==> src/rtl/cache_ctrl_dm4.sv <==
// Direct-mapped 4-set write-back/write-allocate cache controller, 128-bit lines.
// Owns line/tag/valid/dirty storage and sequences hits, writebacks and fills.
module cache_ctrl_dm4 (
  input  logic         clk,
  input  logic         reset,
  input  logic [15:0]  mem_address,
  input  logic         mem_read,
  input  logic         mem_write,
  input  logic [1:0]   mem_byte_enable,
  input  logic [15:0]  mem_wdata,
  output logic [15:0]  mem_rdata,
  output logic         mem_resp,
  output logic [15:0]  pmem_address,
  output logic         pmem_read,
  output logic         pmem_write,
  output logic [127:0] pmem_wdata,
  input  logic [127:0] pmem_rdata,
  input  logic         pmem_resp
);

  typedef enum logic [1:0] {COMPARE, WRITEBACK, FILL} state_e;

  state_e              state_q;
  logic [3:0][127:0]   line_q;
  logic [3:0][9:0]     tag_q;
  logic [3:0]          valid_q;
  logic [3:0]          dirty_q;
  logic                pmem_read_q;
  logic                pmem_write_q;
  logic [15:0]         pmem_addr_q;

  logic [1:0]   idx;
  logic [9:0]   tag_in;
  logic [6:0]   woff;
  logic         req;
  logic         hit;
  logic [127:0] line_sel;
  logic [15:0]  word_sel;
  logic [15:0]  word_merged;

  assign idx      = mem_address[5:4];
  assign tag_in   = mem_address[15:6];
  assign woff     = {mem_address[3:1], 4'b0000};
  assign req      = mem_read | mem_write;
  assign hit      = valid_q[idx] && (tag_q[idx] == tag_in);
  assign line_sel = line_q[idx];
  assign word_sel = line_sel[woff +: 16];

  assign word_merged = {mem_byte_enable[1] ? mem_wdata[15:8] : word_sel[15:8],
                        mem_byte_enable[0] ? mem_wdata[7:0]  : word_sel[7:0]};

  // Outputs are forced quiet while reset is asserted, before the arrays clear.
  assign mem_resp     = ~reset && (state_q == COMPARE) && req && hit;
  assign mem_rdata    = reset ? 16'h0 : word_sel;
  assign pmem_wdata   = reset ? 128'h0 : line_sel;
  assign pmem_read    = pmem_read_q  & ~reset;
  assign pmem_write   = pmem_write_q & ~reset;
  assign pmem_address = reset ? 16'h0 : pmem_addr_q;

  always_ff @(posedge clk) begin
    if (reset) begin
      state_q      <= COMPARE;
      line_q       <= '0;
      tag_q        <= '0;
      valid_q      <= '0;
      dirty_q      <= '0;
      pmem_read_q  <= 1'b0;
      pmem_write_q <= 1'b0;
      pmem_addr_q  <= 16'h0;
    end else begin
      case (state_q)
        COMPARE: begin
          if (req && hit) begin
            if (mem_write) begin
              line_q[idx][woff +: 16] <= word_merged;
              dirty_q[idx]            <= 1'b1;
            end
          end else if (req) begin
            if (valid_q[idx] && dirty_q[idx]) begin
              state_q      <= WRITEBACK;
              pmem_write_q <= 1'b1;
              pmem_addr_q  <= {tag_q[idx], idx, 4'b0000};
            end else begin
              state_q     <= FILL;
              pmem_read_q <= 1'b1;
              pmem_addr_q <= {tag_in, idx, 4'b0000};
            end
          end
        end
        WRITEBACK: begin
          if (pmem_resp) begin
            dirty_q[idx] <= 1'b0;
            pmem_write_q <= 1'b0;
            // A dropped request still finishes the writeback, then idles.
            if (req) begin
              state_q     <= FILL;
              pmem_read_q <= 1'b1;
              pmem_addr_q <= {tag_in, idx, 4'b0000};
            end else begin
              state_q     <= COMPARE;
              pmem_addr_q <= 16'h0;
            end
          end
        end
        FILL: begin
          if (pmem_resp) begin
            line_q[idx]  <= pmem_rdata;
            tag_q[idx]   <= tag_in;
            valid_q[idx] <= 1'b1;
            dirty_q[idx] <= 1'b0;
            state_q      <= COMPARE;
            pmem_read_q  <= 1'b0;
            pmem_addr_q  <= 16'h0;
          end
        end
        default: begin
          state_q      <= COMPARE;
          pmem_read_q  <= 1'b0;
          pmem_write_q <= 1'b0;
          pmem_addr_q  <= 16'h0;
        end
      endcase
    end
  end

endmodule

==> config.mk <==
export PLATFORM = sky130hd
export DESIGN_NAME = cache_ctrl_dm4
export DESIGN_NICKNAME = d
export VERILOG_FILES = /design/src/rtl/cache_ctrl_dm4.sv
export SDC_FILE = /design/constraint.sdc
export NUM_CORES = 2
export LEC_CHECK = 0
export CORE_UTILIZATION = 35
export DETAILED_ROUTE_END_ITERATION = 8
export GPL_ROUTABILITY_DRIVEN = 0
export SYNTH_ARGS = -nofsm -noshare
export SYNTH_HDL_FRONTEND = slang
export SYNTH_SLANG_ARGS = --single-unit
==> constraint.sdc <==
create_clock -name clk -period 3.6 [get_ports clk]
set_input_delay 0.72 -clock clk [delete_from_list [all_inputs] [get_ports clk]]
set_output_delay 0.72 -clock clk [all_outputs]
set_load 0.05 [all_outputs]
==> Word-level counts from Yosys, hierarchy flattened <==
Index checks and enable logic that the tools add are counted.
{ "word_totals": {"mem_bits_ro": 0, "elab_cells": 116, "ramBits": 0, "latch_bits": 0, "ff_bits": 580, "mem_count": 0, "out_inout_bits": 163} }
{ "op_classes": {"mul": 0, "n_shift": 3, "reduce_logical": 17, "n_bitwise": 9, "n_div": 0, "n_addsub": 1, "muxes": 57, "eq_ne": 13, "n_lt_le_gt_ge": 2} }
{ "ops": {"columns": ["op", "count"], "rows": [
  ["512-bit two-way mux", 3],
  ["512-bit bitwise mux", 2],
  ["512-bit one-hot mux with 2 select lines", 1],
  ["128-bit demux with 2-bit select", 2],
  ["128-bit two-way mux", 4],
  ["128-bit binary-select mux with 2-bit select", 1],
  ["16-bit two-way mux", 8],
  ["16-bit by 9-bit variable shift with 128-bit output, first input constant", 1],
  ["128-bit by 8-bit indexed part select with 16-bit output", 1],
  ["16-bit by 9-bit indexed part select with 128-bit output", 1],
  ["16-bit one-hot mux with 3 select lines", 1],
  ["40-bit bitwise mux", 1],
  ["10-bit binary-select mux with 2-bit select", 1],
  ["10-bit demux with 2-bit select", 1],
  ["10-bit two-way mux", 2],
  ["8-bit two-way mux", 2],
  ["2-bit inequality test, second input constant", 7],
  ["1-bit two-way mux", 12],
  ["2-bit two-way mux", 6],
  ["4-bit two-way mux", 3],
  ["4-bit AND reduction", 3],
  ["10-bit equality test", 1],
  ["7-bit negation with 9-bit output", 1],
  ["4-bit OR", 2],
  ["other kinds (22)", 35]
]} }

==> Depth between registers and ports, before layout <==
{ "logic_depth": {"word_depth": 9, "mapped_depth": 15, "depth_no_buf": 10} }

==> Least setup slack after synthesis <==
OpenSTA, ideal clock, no wires.
{ "synth_timing": {"path_type": "in2out", "startpoint": "input mem_address[5]", "endpoint": "output pmem_wdata[59]", "setup_slack_ns": -1.086, "arrival_ns": 3.966, "path_stages": 12, "path_buffers": 10, "path_cell_list": "buf_2 buf_2 buf_4 buf_4 buf_2 buf_2 buf_2 clkbuf_1 clkbuf_1 buf_2 nor2_1 nor3_1"} }
{ "synth_via": {"elab_chain_len": 3} }
{ "synth_lines": {"columns": ["element", "line_no", "source"], "rows": [
  ["start, declared", "6", "input logic [15:0] mem_address,"],
  ["128-bit binary-select mux with 2-bit select", "46", "assign line_sel = line_q[idx];"],
  ["128-bit two-way mux (implied by the code)", "46", null],
  ["128-bit two-way mux", "55", "assign pmem_wdata = reset ? 128'h0 : line_sel;"],
  ["end, declared", "16", "output logic [127:0] pmem_wdata,"]
]} }
No other way between the ends. The select of a mux whose other input is x is not followed.

==> Final worst setup path <==
{ "layout_timing": {"startpoint": "input mem_address[4]", "endpoint": "output mem_rdata[3]"} }
{ "layout_via": {"elab_chain_len": 4} }
{ "layout_lines": {"columns": ["element", "line_no", "source"], "rows": [
  ["128-bit binary-select mux with 2-bit select", "46", null],
  ["128-bit two-way mux (implied by the code)", "46", null],
  ["128-bit by 8-bit indexed part select with 16-bit output", "47", "assign word_sel = line_sel[woff +: 16];"],
  ["16-bit two-way mux", "54", "assign mem_rdata = reset ? 16'h0 : word_sel;"],
  ["end, declared", "11", "output logic [15:0] mem_rdata,"]
]} }
No other way between the ends. The select of a mux whose other input is x is not followed.

==> impl_metrics.yaml <==
pwr:
  ir_worst_vdd_mv: 0.299
  total_power_mw: 17.5
  pwr_density_cell_nw_per_um2: 389
  leakage_nw: 15.9
yosys:
  ys.flop_type: "dfxtp_1"
  yosys_warnings: 0
  synth_area_per_cell_sq_um: 8.70
  synth_seq_area_share_pct: 35.9
  synth_cell_type_count: 71
  synth.area.top_cells: "dfxtp_1 36%, a32oi_1 7.1%, nand2_1 5.9%, nand2b_1 5.2%, mux4_2 4.3%"
  synth_largest_area_cell: "dfxtp_1"
  synthCells: 3691
  synth_most_common_cell: "dfxtp_1"
  synth_commonest_cells: "576 x dfxtp_1, 503 x nand2_1, 338 x nor2_1"
  synth-edff-count: 0
  synth-seq-cells: 576
  synth_top_cell_area_share_pct: 35.9
  async_flop_share_pct: 0
  syn-cell-area_sq_um: 32100
critical_path:
  cp-start-kind: "primary input"
  crit_fanout: 12
  worstPathArrival_ns: 2.88
  worst_r2r_startpoint: "tag_q[6]"
  critPathKind: "primary input to output port"
  end_kind: "output port"
  crit_start: "mem_address[4]"
  required_ns: 2.88
clock_tree:
  cts_buffers: 69
  clock_sinks: 576
  clk_latency_ns: 0.65
  cts.path.max_buffers: 3
  htreeDepth: 3
  ctsHoldBuffers: 0
  cts-root-buf: "clkbuf_16"
  cts_tree: "built"
  clk_pin_slew_ns: 0.06
place:
  hpwlAfterDp_um: 105000
  postPlaceCellArea_sq_um: 42000
  port_buffers: 324
sta:
  finalHoldViolations: 0
  tns_ns: 0
  clock_skew_ns: 0.0342
  setup_viol: 0
  worst_hold_slack_ns: 0.421
  worst_pin_slew_ns: 1.03
  rsz0062_at_grt: "yes"
  period_minus_slack_ns: 3.60
  slew_headroom_pct: 31.4
  slew_violations: 0
  max_freq_mhz: 278
  post-route-period-util_pct: 100
min_path:
  hold_start: "mem_address[4]"
  min_path_type: "primary input to flop"
detailed_routing:
  avgRoutedWirePerCell_um: 26.6
  vias_per_cell: 6.12
  drt_iter0_markers: 4459
  drc: 6
  wirelength_um: 144000
  ant_nets: 0
  vias: 33070
  dr.pass1.iters: 9
floorplanning:
  core_sq_um: 90400
  std_cell_rows: 110
  start_util_pct: 35.5
  die_height_um: 305
  die_area_sq_um: 93000
  die_w_um: 305
  io_pins: 330
flow_run:
  drv_cap: 0
cells_and_area:
  fin_area_sq_um: 45000
  utilization_pct: 49.8
  num-nets-final: 4345
  area_growth_pct: 40.1
  drive_gt1_share_pct: 27.2
status:
  status: "finished with violations"
  violations: "DRC"
grt:
  antenna_found_initial: 6
  grt_pass1_wl_um: 211000
  grt_use_total_pct: 29.9
  grt_pass1_vias: 31200
  overflow: 0
  grt_max_degree: 64
-- stage by stage --
| step | setup slack [ns] | cells |
|---|---|---|
| after floorplan | -0.0345 | 3694 |
| after global placement | -0.277 | 5257 |
| after detailed placement | -0.272 | 5257 |
| after CTS | -0.00133 | 5388 |
| after global routing | -0.0235 | 5403 |
| final | 0.00114 | 5405 |
-- repair_timing --
action                     4_1_cts  5_1_grt
pin swaps                        4        1
setup endpoints to repair       17       17
setup buffers                    1       13
cloned                           3        1
resized for setup               82       11
-- state kept, by name (all words and copies together), names as in the netlist, named ones only --
name,flops
line_q,512
pmem_addr_q,12
pmem_read_q,1
pmem_write_q,1
state_q,2
tag_q,40
valid_q,4
-- cell type report --
| class | instances | area, sq um |
|---|---|---|
| diodes | 3 | 7.51 |
| multi-input cells | 2724 | 20500 |
| fillers | 8336 | 45400 |
| repair buffers | 787 | 9090 |
| clock inverters | 27 | 389 |
| well taps | 1176 | 1470 |
| clock buffers | 100 | 1990 |
| inverters | 12 | 45.0 |
| flip-flops and latches | 576 | 11500 |
-- logic make-up (layout without fill, tap and decap cells) --
logic type,count (synthesis),in the layout,share of synthesized area [%]
AOI/OAI and AO/OA,1067,1067,26.6
DFF,576,576,35.9
other,1,7,0.0117
xor gates and xnor gates,11,11,0.323
muxes,275,275,11.5
buffers and inverters,394,926,5.58
adders and majority gates,8,8,0.312
and+or+nand+nor,1359,1359,19.9
-- routing by layer --
| metal | wire [um] | GRT usage [%] |
|---|---|---|
| met1 | 59600 | 41.0 |
| met2 | 61400 | 44.1 |
| met3 | 15700 | 7.13 |
| met4 | 7140 | 13.3 |
| met5 | 25 | 0 |
-- worst paths after layout --
check / depth (start not counted) / slack [ns] / endpoint
worst max-delay path: 10 / 0.001 / mem_rdata[3]
worst min-delay path: 3 / 0.42 / pmem_addr_q[4]
worst max register to register: 10 / 0.51 / line_q[362]
worst min register to register: 2 / 0.45 / tag_q[21]
-- power breakdown --
group | internal, mW | total, mW | switching (mW)
Combinational | 1.35 | 3.53 | 2.18
Clock | 4.39 | 7.43 | 3.04
Sequential | 6.48 | 6.53 | 0.0564
Total | 12.2 | 17.5 | 5.27
-- critical path, stage by stage --
cell	delay, ns
buf_16	0.14
buf_12	0.18
mux2i_1	0.41
a2bb2oi_1	0.24
o2111ai_2	0.15
or4_4	0.54
nor2_4	0.13
buf_4	0.15
nor2_2	0.04
buf_6	0.15
-- placed cells by master (no fill, tap or decap), types with 43 or more instances in the layout --
cell,instances
mux2i_1,77
clkdlybuf4s50_1,159
a21oi_1,64
mux2_2,118
dfxtp_1,576
o21ai_0,59
a222oi_1,78
nor2b_1,43
a22oi_1,107
a32oi_1,261
a211oi_4,57
a22o_1,77
mux4_2,61
nand2_1,503
buf_4,401
clkbuf_16,70
nor2_1,335
buf_12,208
o2bb2ai_1,128
a211oi_1,72
nand2b_1,265
No activity file was read; power rests on OpenSTA's default activity.
